**config.mk**
```make
export PLATFORM = sky130hd
export DESIGN_NAME = word_byte_demux
export DESIGN_NICKNAME = d
export VERILOG_FILES = /design/src/rtl/word_demux_pkg.sv /design/src/rtl/word_fifo.sv /design/src/rtl/word_byte_demux.sv
export SDC_FILE = /design/constraint.sdc
export NUM_CORES = 1
export LEC_CHECK = 0
export CAP_MARGIN = 25
export CORE_AREA = 2 2 144 118
export CTS_CLUSTER_SIZE = 40
export DETAILED_ROUTE_END_ITERATION = 10
export DIE_AREA = 0 0 146 120
export GPL_TIMING_DRIVEN = 1
export HOLD_SLACK_MARGIN = 0.15
export PLACE_DENSITY = 0.75
export SETUP_SLACK_MARGIN = 0.05
export SKIP_LAST_GASP = 1
export SLEW_MARGIN = 20
export SYNTH_ARGS = -nofsm -noshare
export SYNTH_HDL_FRONTEND = slang
export SYNTH_SLANG_ARGS = --single-unit
```
**constraint.sdc**
```tcl
create_clock -name clk_4f -period 2.2 [get_ports clk_4f]
set_input_delay 0.44 -clock clk_4f [delete_from_list [all_inputs] [get_ports clk_4f]]
set_output_delay 0.44 -clock clk_4f [all_outputs]
set_load 0.01 [all_outputs]
```
**src/rtl/word_demux_pkg.sv**
```systemverilog
// word_demux_pkg: shared constants and state encoding for the word-to-byte
// demultiplexer (word_byte_demux) and its word FIFO (word_fifo).
package word_demux_pkg;

  localparam int DATA_W_DEF = 32;
  localparam int BYTE_W_DEF = 8;
  localparam int DEPTH_DEF  = 4;
  localparam int NBYTES     = DATA_W_DEF / BYTE_W_DEF;
  localparam int IDX_W      = 2;

  typedef enum logic [0:0] {
    IDLE = 1'b0,
    SEND = 1'b1
  } state_t;

endpackage

```
**src/rtl/word_fifo.sv**
```systemverilog
// word_fifo: DEPTH x DATA_W synchronous FIFO with registered occupancy count.
// The occupancy count is the only full/empty indication; the pointers simply
// wrap modulo DEPTH (a power of two). The caller only pops when the count is
// non-zero and only pushes when there is room (or a pop happens on the same edge).
module word_fifo
  import word_demux_pkg::*;
#(
  parameter int DEPTH  = DEPTH_DEF,
  parameter int DATA_W = DATA_W_DEF,
  localparam int PTR_W = $clog2(DEPTH),
  localparam int CNT_W = $clog2(DEPTH + 1)
) (
  input  logic              i_clk,
  input  logic              i_rst_n,
  input  logic              i_push,
  input  logic              i_pop,
  input  logic [DATA_W-1:0] i_wr_data,
  output logic [DATA_W-1:0] o_rd_data,
  output logic [CNT_W-1:0]  o_count
);

  logic [DATA_W-1:0] r_mem [DEPTH];
  logic [PTR_W-1:0]  r_wr_ptr;
  logic [PTR_W-1:0]  r_rd_ptr;
  logic [CNT_W-1:0]  r_count;

  // Storage array: written at the write pointer on an accepted push.
  always_ff @(posedge i_clk or negedge i_rst_n) begin
    if (!i_rst_n) begin
      for (int i = 0; i < DEPTH; i++) begin
        r_mem[i] <= '0;
      end
    end else if (i_push) begin
      r_mem[r_wr_ptr] <= i_wr_data;
    end else begin
      r_mem[r_wr_ptr] <= r_mem[r_wr_ptr];
    end
  end

  // Pointers advance independently and wrap naturally at DEPTH.
  always_ff @(posedge i_clk or negedge i_rst_n) begin
    if (!i_rst_n) begin
      r_wr_ptr <= '0;
      r_rd_ptr <= '0;
    end else begin
      if (i_push) r_wr_ptr <= r_wr_ptr + PTR_W'(1);
      else        r_wr_ptr <= r_wr_ptr;
      if (i_pop)  r_rd_ptr <= r_rd_ptr + PTR_W'(1);
      else        r_rd_ptr <= r_rd_ptr;
    end
  end

  // Occupancy: simultaneous push and pop leave the count unchanged.
  always_ff @(posedge i_clk or negedge i_rst_n) begin
    if (!i_rst_n) begin
      r_count <= '0;
    end else begin
      case ({i_push, i_pop})
        2'b10:   r_count <= r_count + CNT_W'(1);
        2'b01:   r_count <= r_count - CNT_W'(1);
        default: r_count <= r_count;
      endcase
    end
  end

  assign o_rd_data = r_mem[r_rd_ptr];
  assign o_count   = r_count;

endmodule

```
**src/rtl/word_byte_demux.sv**
```systemverilog
// word_byte_demux: buffers valid 32-bit words in word_fifo and unstripes each
// into bytes, MSB byte first, with a valid/ready handshake on the byte side.
// The last byte of a word hands straight over to the next buffered word, so a
// word every NBYTES cycles streams without bubbles.
// Optional build macro WORD_DEMUX_PARITY_EN adds parity_out, the even parity
// of byte_out, registered alongside it.
module word_byte_demux
  import word_demux_pkg::*;
#(
  parameter int DATA_W  = DATA_W_DEF,
  parameter int BYTE_W  = BYTE_W_DEF,
  parameter int DEPTH   = DEPTH_DEF,
  localparam int CNT_W  = $clog2(DEPTH + 1)
) (
  input  logic              clk_4f,
  input  logic              reset,
  input  logic [DATA_W-1:0] data_in,
  input  logic              valid_in,
  input  logic              byte_ready,
  output logic [BYTE_W-1:0] byte_out,
  output logic              valid_out,
  output logic [IDX_W-1:0]  byte_idx,
  output logic [CNT_W-1:0]  fifo_count,
  output logic              overflow
`ifdef WORD_DEMUX_PARITY_EN
  ,
  output logic              parity_out
`endif
);

  localparam logic [IDX_W-1:0] LAST_IDX = IDX_W'(DATA_W / BYTE_W - 1);

  state_t            r_state;
  state_t            w_state_next;
  logic [DATA_W-1:0] r_shift;
  logic [IDX_W-1:0]  r_idx;
  logic              r_valid;
  logic              r_overflow;

  logic [DATA_W-1:0] w_fifo_data;
  logic [CNT_W-1:0]  w_count;
  logic              w_empty;
  logic              w_xfer;
  logic              w_last;
  logic              w_push;
  logic              w_pop;
  logic              w_load;
  logic              w_advance;
  logic              w_clear;

  assign w_empty = (w_count == CNT_W'(0));
  assign w_xfer  = r_valid && byte_ready;
  assign w_last  = (r_idx == LAST_IDX);
  // A full FIFO still accepts a word when the same edge pops one.
  assign w_push  = valid_in && ((w_count < CNT_W'(DEPTH)) || w_pop);

  word_fifo #(
    .DEPTH  (DEPTH),
    .DATA_W (DATA_W)
  ) u_fifo (
    .i_clk     (clk_4f),
    .i_rst_n   (reset),
    .i_push    (w_push),
    .i_pop     (w_pop),
    .i_wr_data (data_in),
    .o_rd_data (w_fifo_data),
    .o_count   (w_count)
  );

  // State register.
  always_ff @(posedge clk_4f or negedge reset) begin
    if (!reset) r_state <= IDLE;
    else        r_state <= w_state_next;
  end

  // Next state: leave SEND only when the last byte goes and nothing is queued.
  always_comb begin
    w_state_next = r_state;
    case (r_state)
      IDLE: begin
        if (!w_empty) w_state_next = SEND;
        else          w_state_next = IDLE;
      end
      SEND: begin
        if (w_xfer && w_last && w_empty) w_state_next = IDLE;
        else                             w_state_next = SEND;
      end
      default: w_state_next = IDLE;
    endcase
  end

  // Datapath controls: pop/load a new word, step to the next byte, or go quiet.
  always_comb begin
    w_pop     = 1'b0;
    w_load    = 1'b0;
    w_advance = 1'b0;
    w_clear   = 1'b0;
    case (r_state)
      IDLE: begin
        if (!w_empty) begin
          w_pop  = 1'b1;
          w_load = 1'b1;
        end else begin
          w_clear = 1'b1;
        end
      end
      SEND: begin
        if (w_xfer) begin
          if (!w_last) begin
            w_advance = 1'b1;
          end else if (!w_empty) begin
            w_pop  = 1'b1;
            w_load = 1'b1;
          end else begin
            w_clear = 1'b1;
          end
        end else begin
          w_advance = 1'b0;
        end
      end
      default: w_clear = 1'b1;
    endcase
  end

  // Output registers: the current byte is always the top slice of the shift register.
  always_ff @(posedge clk_4f or negedge reset) begin
    if (!reset) begin
      r_shift <= '0;
      r_idx   <= '0;
      r_valid <= 1'b0;
    end else if (w_load) begin
      r_shift <= w_fifo_data;
      r_idx   <= '0;
      r_valid <= 1'b1;
    end else if (w_advance) begin
      r_shift <= r_shift << BYTE_W;
      r_idx   <= r_idx + IDX_W'(1);
      r_valid <= 1'b1;
    end else if (w_clear) begin
      r_shift <= r_shift;
      r_idx   <= '0;
      r_valid <= 1'b0;
    end else begin
      r_shift <= r_shift;
      r_idx   <= r_idx;
      r_valid <= r_valid;
    end
  end

  // Sticky overflow: set whenever a valid word cannot be stored.
  always_ff @(posedge clk_4f or negedge reset) begin
    if (!reset)                    r_overflow <= 1'b0;
    else if (valid_in && !w_push)  r_overflow <= 1'b1;
    else                           r_overflow <= r_overflow;
  end

  assign byte_out  = r_shift[DATA_W-1 -: BYTE_W];
  assign valid_out = r_valid;
  assign byte_idx  = r_idx;
  assign fifo_count = w_count;
  assign overflow  = r_overflow;

`ifdef WORD_DEMUX_PARITY_EN
  logic r_parity;

  function automatic logic even_parity(input logic [BYTE_W-1:0] b);
    even_parity = ^b;
  endfunction

  // Parity tracks the byte that will be presented next, so it lines up with byte_out.
  always_ff @(posedge clk_4f or negedge reset) begin
    if (!reset)         r_parity <= 1'b0;
    else if (w_load)    r_parity <= even_parity(w_fifo_data[DATA_W-1 -: BYTE_W]);
    else if (w_advance) r_parity <= even_parity(r_shift[DATA_W-BYTE_W-1 -: BYTE_W]);
    else                r_parity <= r_parity;
  end

  assign parity_out = r_parity;
`endif

endmodule
```
==> Yosys cells after proc, flatten, opt, wreduce, memory -nomap -nowiden <==
Index checks and enable logic that the tools add are counted.
W data, S select, Z words.
{ "word_totals": {"wordCells": 72, "reg_bits": 172, "input_bits": 36} }
{ "op_classes": {"n_bitwise": 3, "reduce_logical": 12, "n_eq_ne": 3, "magnitude_cmp": 4, "n_addsub": 5, "n_mux": 33} }
{ "ops": {"columns": ["cell", "n"], "rows": [
  ["$bwmux W128", 2],
  ["$mux W32", 7],
  ["$bmux W32 S2", 2],
  ["$mux W128", 1],
  ["$demux W32 S2", 1],
  ["$mux W1", 13],
  ["$add A2 B1 Y2 const B", 3],
  ["$ge A3 B3 Y1 const B", 2],
  ["$logic_and A1 B1 Y1", 6],
  ["$mux W2", 3],
  ["$not A2 Y3", 2],
  ["$pmux W1 S2", 3],
  ["$pmux W3 S2", 1],
  ["$eq A2 B2 Y1 const B", 2],
  ["$reduce_bool A2 Y1", 2],
  ["$add A3 B1 Y3 const B", 1],
  ["$logic_not A3 Y1", 1],
  ["$lt A3 B1 Y1 const B", 1],
  ["$lt A3 B3 Y1 const B", 1],
  ["$reduce_bool A3 Y1", 1],
  ["$sub A3 B1 Y3 const B", 1],
  ["$eq A2 B1 Y1 const B", 1],
  ["$logic_not A1 Y1", 1],
  ["$logic_or A1 B1 Y1", 1],
  ["$not A1 Y1", 1]
]} }

==> Depth between registers and ports, before layout <==
{ "depth": {"ltp_word": 9, "mapped_depth": 11, "ltp_nobuf": 9} }

==> By module <==
Synthesis repeated with hierarchy kept, for this count alone.
{ "hier_totals": {"hier_cells": 746, "hier_area_um2": 9317.7} }
{ "by_module_without_submodules": {"columns": ["mod", "cells_per_inst", "area_per_inst_um2", "n_inst"], "rows": [
  ["word_fifo", 543, 7277.0, 1],
  ["word_byte_demux", 203, 2040.7, 1]
]} }

==> Least setup slack after synthesis <==
Ideal clock, no wire load.
{ "synth_path": {"kind": "reg-to-reg", "start": "register r_idx[0] (netlist: byte_idx[0])", "end": "register u_fifo.r_count[1] (netlist: u_fifo.o_count[1])", "t_required_ns": 2.075, "n_path_buf": 3, "path_stages_with_launch": 10, "period_less_slack_ns": 2.382, "slack_ns": -0.182, "arrival_time_ns": 2.258, "cell_sequence": "dfrtp_1 ha_1 nand3_1 a21oi_1 buf_4 buf_6 buf_4 ha_1 fa_1 mux2_2"} }
{ "synth_between": {"elab_chain_len": 8, "word_cells_on_any_way": 10, "cone_classes": "eq/ne (3); mux (4); reduce/logical (3)"} }
{ "synth_lines": {"columns": ["element", "line_no", "source"], "rows": [
  ["start: declaration", "word_byte_demux.sv:36", "logic [IDX_W-1:0] r_idx;"],
  ["start signal: assignment", "word_byte_demux.sv:137", "r_idx <= r_idx + IDX_W'(1);"],
  ["start signal: assignment", "word_byte_demux.sv:145", "r_idx <= r_idx;"],
  ["$eq A2 B2 Y1 (*)", "word_byte_demux.sv:53", "assign w_last = (r_idx == LAST_IDX);"],
  ["$mux W1 (*)", "word_byte_demux.sv:109", "if (!w_last) begin"],
  ["$mux W1 (*)", "word_byte_demux.sv:108", "if (w_xfer) begin"],
  ["$pmux W1 S2 (*)", "word_byte_demux.sv:98", "case (r_state)"],
  ["via u_fifo.i_pop", "word_fifo.sv:16", "input logic i_pop,"],
  ["$logic_or A1 B1 Y1", "word_byte_demux.sv:55", "assign w_push = valid_in && ((w_count < CNT_W'(DEPTH)) || w_pop);"],
  ["$logic_and A1 B1 Y1", "word_byte_demux.sv:55", null],
  ["$eq A2 B1 Y1 or $eq A2 B2 Y1 (tied branches)", "word_fifo.sv:58", "case ({i_push, i_pop})"],
  ["$pmux W3 S2 or $reduce_bool A2 Y1 (tied branches)", null, null],
  ["end signal: assignment", "word_fifo.sv:59", "2'b10: r_count <= r_count + CNT_W'(1);"],
  ["end signal: assignment", "word_fifo.sv:60", "2'b01: r_count <= r_count - CNT_W'(1);"],
  ["end signal: assignment", "word_fifo.sv:61", "default: r_count <= r_count;"],
  ["end: declaration", "word_fifo.sv:25", "logic [CNT_W-1:0] r_count;"]
]} }
Mark *: on every way through the listed nets, which the timed path passes. The rest lies on a longest branch.
A chain may end at the register's enable or synchronous reset.

==> Worst setup path in the final report <==
{ "layout_path": {"start": "register r_idx[0] (netlist: byte_idx[0])", "end": "register u_fifo.r_mem[94] in the netlist's numbering"} }
{ "layout_between": {"elab_chain_len": 7} }
{ "layout_lines": {"columns": ["element", "line_no", "source"], "rows": [
  ["$eq A2 B2 Y1", "word_byte_demux.sv:53", null],
  ["$mux W1", "word_byte_demux.sv:109", null],
  ["$mux W1", "word_byte_demux.sv:108", null],
  ["$pmux W1 S2", "word_byte_demux.sv:98", null],
  ["$logic_or A1 B1 Y1", "word_byte_demux.sv:55", null],
  ["$logic_and A1 B1 Y1", "word_byte_demux.sv:55", null],
  ["$mux W128", "word_fifo.sv:33", "end else if (i_push) begin"],
  ["end signal: indexed assignment", "word_fifo.sv:34", "r_mem[r_wr_ptr] <= i_wr_data;"],
  ["end signal: indexed assignment", "word_fifo.sv:36", "r_mem[r_wr_ptr] <= r_mem[r_wr_ptr];"],
  ["end: declaration", "word_fifo.sv:22", "logic [DATA_W-1:0] r_mem [DEPTH];"]
]} }
Every way passes these cells.

==> out/qor.csv <==
stage,metric,value,unit
timing,relSlewSlack,66.55,%
power_and_ir_drop,powerDensity,1687,nW/µm²
floorplan,io_pins,51,
timing,maxSlewViolCount,0,
grt,grt_pass1_wl,34600,µm
critical_path,slowest_delay,0.44,ns
logic_synthesis,yosysWarnings,0,
floorplan,placementRows,42,
power_and_ir_drop,ir_worst_vdd,0.8214,mV
final_layout,synthToLayoutAreaGrowth,16.27,%
power_and_ir_drop,p_leak,0.004001,µW
final_layout,drive_gt1_share,16.79,%
critical_path,worstPathArrival,2.38,ns
cts,clock_path_buffers,2,
critical_path,path_max_fanout,32,
final_layout,final_common_cell,dfrtp_1,
final_layout,n_antenna_cell,0,
final_layout,fin_util,61.32,%
placement,postPlaceCellArea,9340,µm²
timing,finalCriticalPeriod,2.034,ns
logic_synthesis,synth-seq-area-share,50.43,%
critical_path,worstReg2RegEnd,u_fifo.r_mem[94]$_DFFE_PN0P_,
cts,clk_pin_slew,0.06,ns
floorplan,die-area,17520,µm²
cts,root_buffer,clkbuf_16,
drt,drt-total-wl,21260,µm
hold_path,hold_end,r_shift[28]$_DFFE_PN0P_,
placement,place_ws,-0.1669,ns
critical_path,rrSetupSlack,0.17,ns
drt,vias,6525,
critical_path,worstSetupPathType,flip-flop to flip-flop,
hold_path,hp-class,flip-flop to flip-flop,
grt,overflow,0,
timing,fin_ws,0.1658,ns
placement,place_congestion,0.7884,
grt,grt_max_degree,78,
hold_path,min_from,r_shift[28]$_DFFE_PN0P_,
floorplan,die_w,146,µm
timing,tns,0,ns
outcome,status,"finished, final reports clean",
drt,viasPerCell,6.410,
logic_synthesis,avgSynthCellArea,11.35,µm²
cts,clk_latency,0.43,ns
drt,dr.pass1.iters,5,
cts,h-tree-depth,4,
power_and_ir_drop,finalPower,16740,µW
timing,fin_worst_skew,0.009657,ns
final_layout,nets,829,
grt,antenna_found_initial,0,
critical_path,r2r_start,byte_idx[0]$_DFFE_PN0P_,
timing,grt_setup_unrepaired,yes,
timing,finalCritPeriodShare,92.46,%
logic_synthesis,ys_seq_elements,172,
final_layout,n_fill_cell,1271,
final_layout,mostFrequentLayoutCells,"dfrtp_1 (168), nor2_1 (129), a31oi_1 (128), nand2_1 (98), mux4_2 (56)",
drt,first_iter_violations,678,
drt,ant_nets,0,
critical_path,critPathRequiredTime,2.54,ns
final_layout,fin_area,9925,µm²
timing,worst_pin_slew,0.5012,ns
timing,setup_violations,0,
placement,dp_hpwl,13720,µm
drt,drc,0,
timing,hold_viol,0,
cts,post-cts-setup-buffers,0,
timing,clock.fmax,491.6,MHz
hold_path,hold_depth,1,
cts,clock-sinks,172,
floorplan,core,16190,µm²
critical_path,startpoint_type,flip-flop,
drt,wire_per_inst,20.89,µm
floorplan,start_util,52.74,%
critical_path,ff2ff_path_depth,7,
logic_synthesis,netlist_area,8536,µm²
floorplan,dieHeight,120,µm
grt,grt_pass1_vias,6624,
logic_synthesis,syn_inst,752,
grt,grtUsageTotal,25.42,%
critical_path,path_cells,ha_4 -> and3_1 -> o21a_1 -> clkinv_4 -> buf_4 -> nand2_1 -> a31oi_1,
critical_path,end_kind,flip-flop,
cts,cts_tree,yes,
run,drv_cap,0,
logic_synthesis,synth_fp_nets,795,
placement,portBuffers,50,
cts,cts_buffers,17,
critical_path,cp_slowest_cell,dfrtp_2,
logic_synthesis,synth.distinct_cells,36,
==> critical path, delay by kind of cell (launching register included) <==
| kind | cells | cell delay [ns] |
|---|---|---|
| AOI/OAI and AO/OA | 2 | 0.46 |
| buffers and inverters | 2 | 0.48 |
| adders and majority gates | 1 | 0.19 |
| and+or+nand+nor | 2 | 0.37 |
| DFF | 1 | 0.44 |
==> repair_timing <==
| item | 4_1_cts | 5_1_grt |
|---|---|---|
| setup endpoints to repair | 0 | 14 |
| resized for setup | 0 | 1 |
| hold buffers | 1 | 0 |
| hold endpoints to repair | 172 | 0 |
==> Yosys cell counts (all sizes together) <==
cell,instances,area [µm²]
nor3b,2,20.02
a41o,1,10.01
buf,41,290.3
ha,6,75.07
nand3,1,5.000
a21o,12,90.09
nand4b,1,8.760
clkinv,1,5.000
xor2,2,17.52
dfrtp,172,4304
xnor2,4,35.03
nor3,2,15.01
inv,2,7.510
mux4,64,1471
a22o,12,105.1
a31oi,128,800.8
clkbuf,29,110.1
mux2i,12,120.1
and3,1,6.260
nor2,130,488.0
a21oi,4,20.02
fa,1,20.02
o21a,1,7.510
nor2b,3,18.77
nand2,98,367.9
o21ai,21,105.1
mux2,1,11.26
==> layer usage <==
| metal | up-vias | GRT usage, % | share of wire, % |
|---|---|---|---|
| met5 | - | 0 | 0 |
| met4 | 0 | 8.617 | 1.7 |
| met3 | 37 | 5.703 | 9.3 |
| met2 | 335 | 39.53 | 48 |
| met1 | 3315 | 35.95 | 41 |
| li1 | 2838 | - | - |
==> state kept, by name, indices dropped and copies added (netlist names) <==
signal and cells:
u_fifo.o_count 3, r_state 1, byte_idx 2, u_fifo.r_rd_ptr 2
u_fifo.r_wr_ptr 2, u_fifo.r_mem 128, overflow 1, valid_out 1
r_shift 32
==> where the power goes <==
group	switching, µW	internal [µW]
Clock	1210	1760
Sequential	1140	4620
Combinational	4250	3760
==> area by class of cell <==
class                           instances  area, µm²  share of cell area, %
Multi-Input combinational cell        507       3872                  39.02
Tap cell                              220      275.3                  2.774
Clock inverter                          6      86.33                 0.8699
Clock buffer                           25      485.5                  4.892
Timing Repair Buffer                   85      879.6                  8.863
Sequential cell                       172       4309                  43.42
Inverter                                3      16.27                 0.1639
==> per-stage QoR <==
stage	hold slack [ns]	cells
2_1_floorplan	0.1444	752
3_3_place_gp	0.4482	986
3_5_place_dp	0.4517	986
4_1_cts	0.4805	1018
5_1_grt	0.4907	1018
6_report	0.4749	1018
==> kinds of logic after synthesis <==
family          after synthesis  share of synthesized area, %
xor+xnor                      6                        0.6157
simple gates                238                         10.89
mux                          77                         18.78
compound gates              179                         13.34
fa+ha+maj                     7                         1.114
flops                       172                         50.43
buf+inv                      73                         4.837
==> worst max path at each step <==
stage / slack, ns / from / endpoint / cells after the start
detailed placement: -0.17 / byte_ready / u_fifo.o_count[2]$_DFFE_PN0P_ / 9
global placement: -0.17 / byte_ready / u_fifo.o_count[2]$_DFFE_PN0P_ / 9
floorplan: 0.03 / byte_idx[0]$_DFFE_PN0P_ / u_fifo.o_count[2]$_DFFE_PN0P_ / 11
global route: 0.01 / byte_idx[1]$_DFFE_PN0P_ / u_fifo.o_count[2]$_DFFE_PN0P_ / 9
CTS: 0.16 / u_fifo.o_count[2]$_DFFE_PN0P_ / r_shift[15]$_DFFE_PN0P_ / 5
finish: 0.17 / byte_idx[0]$_DFFE_PN0P_ / u_fifo.r_mem[94]$_DFFE_PN0P_ / 7
(Power assumes the default switching activity.)
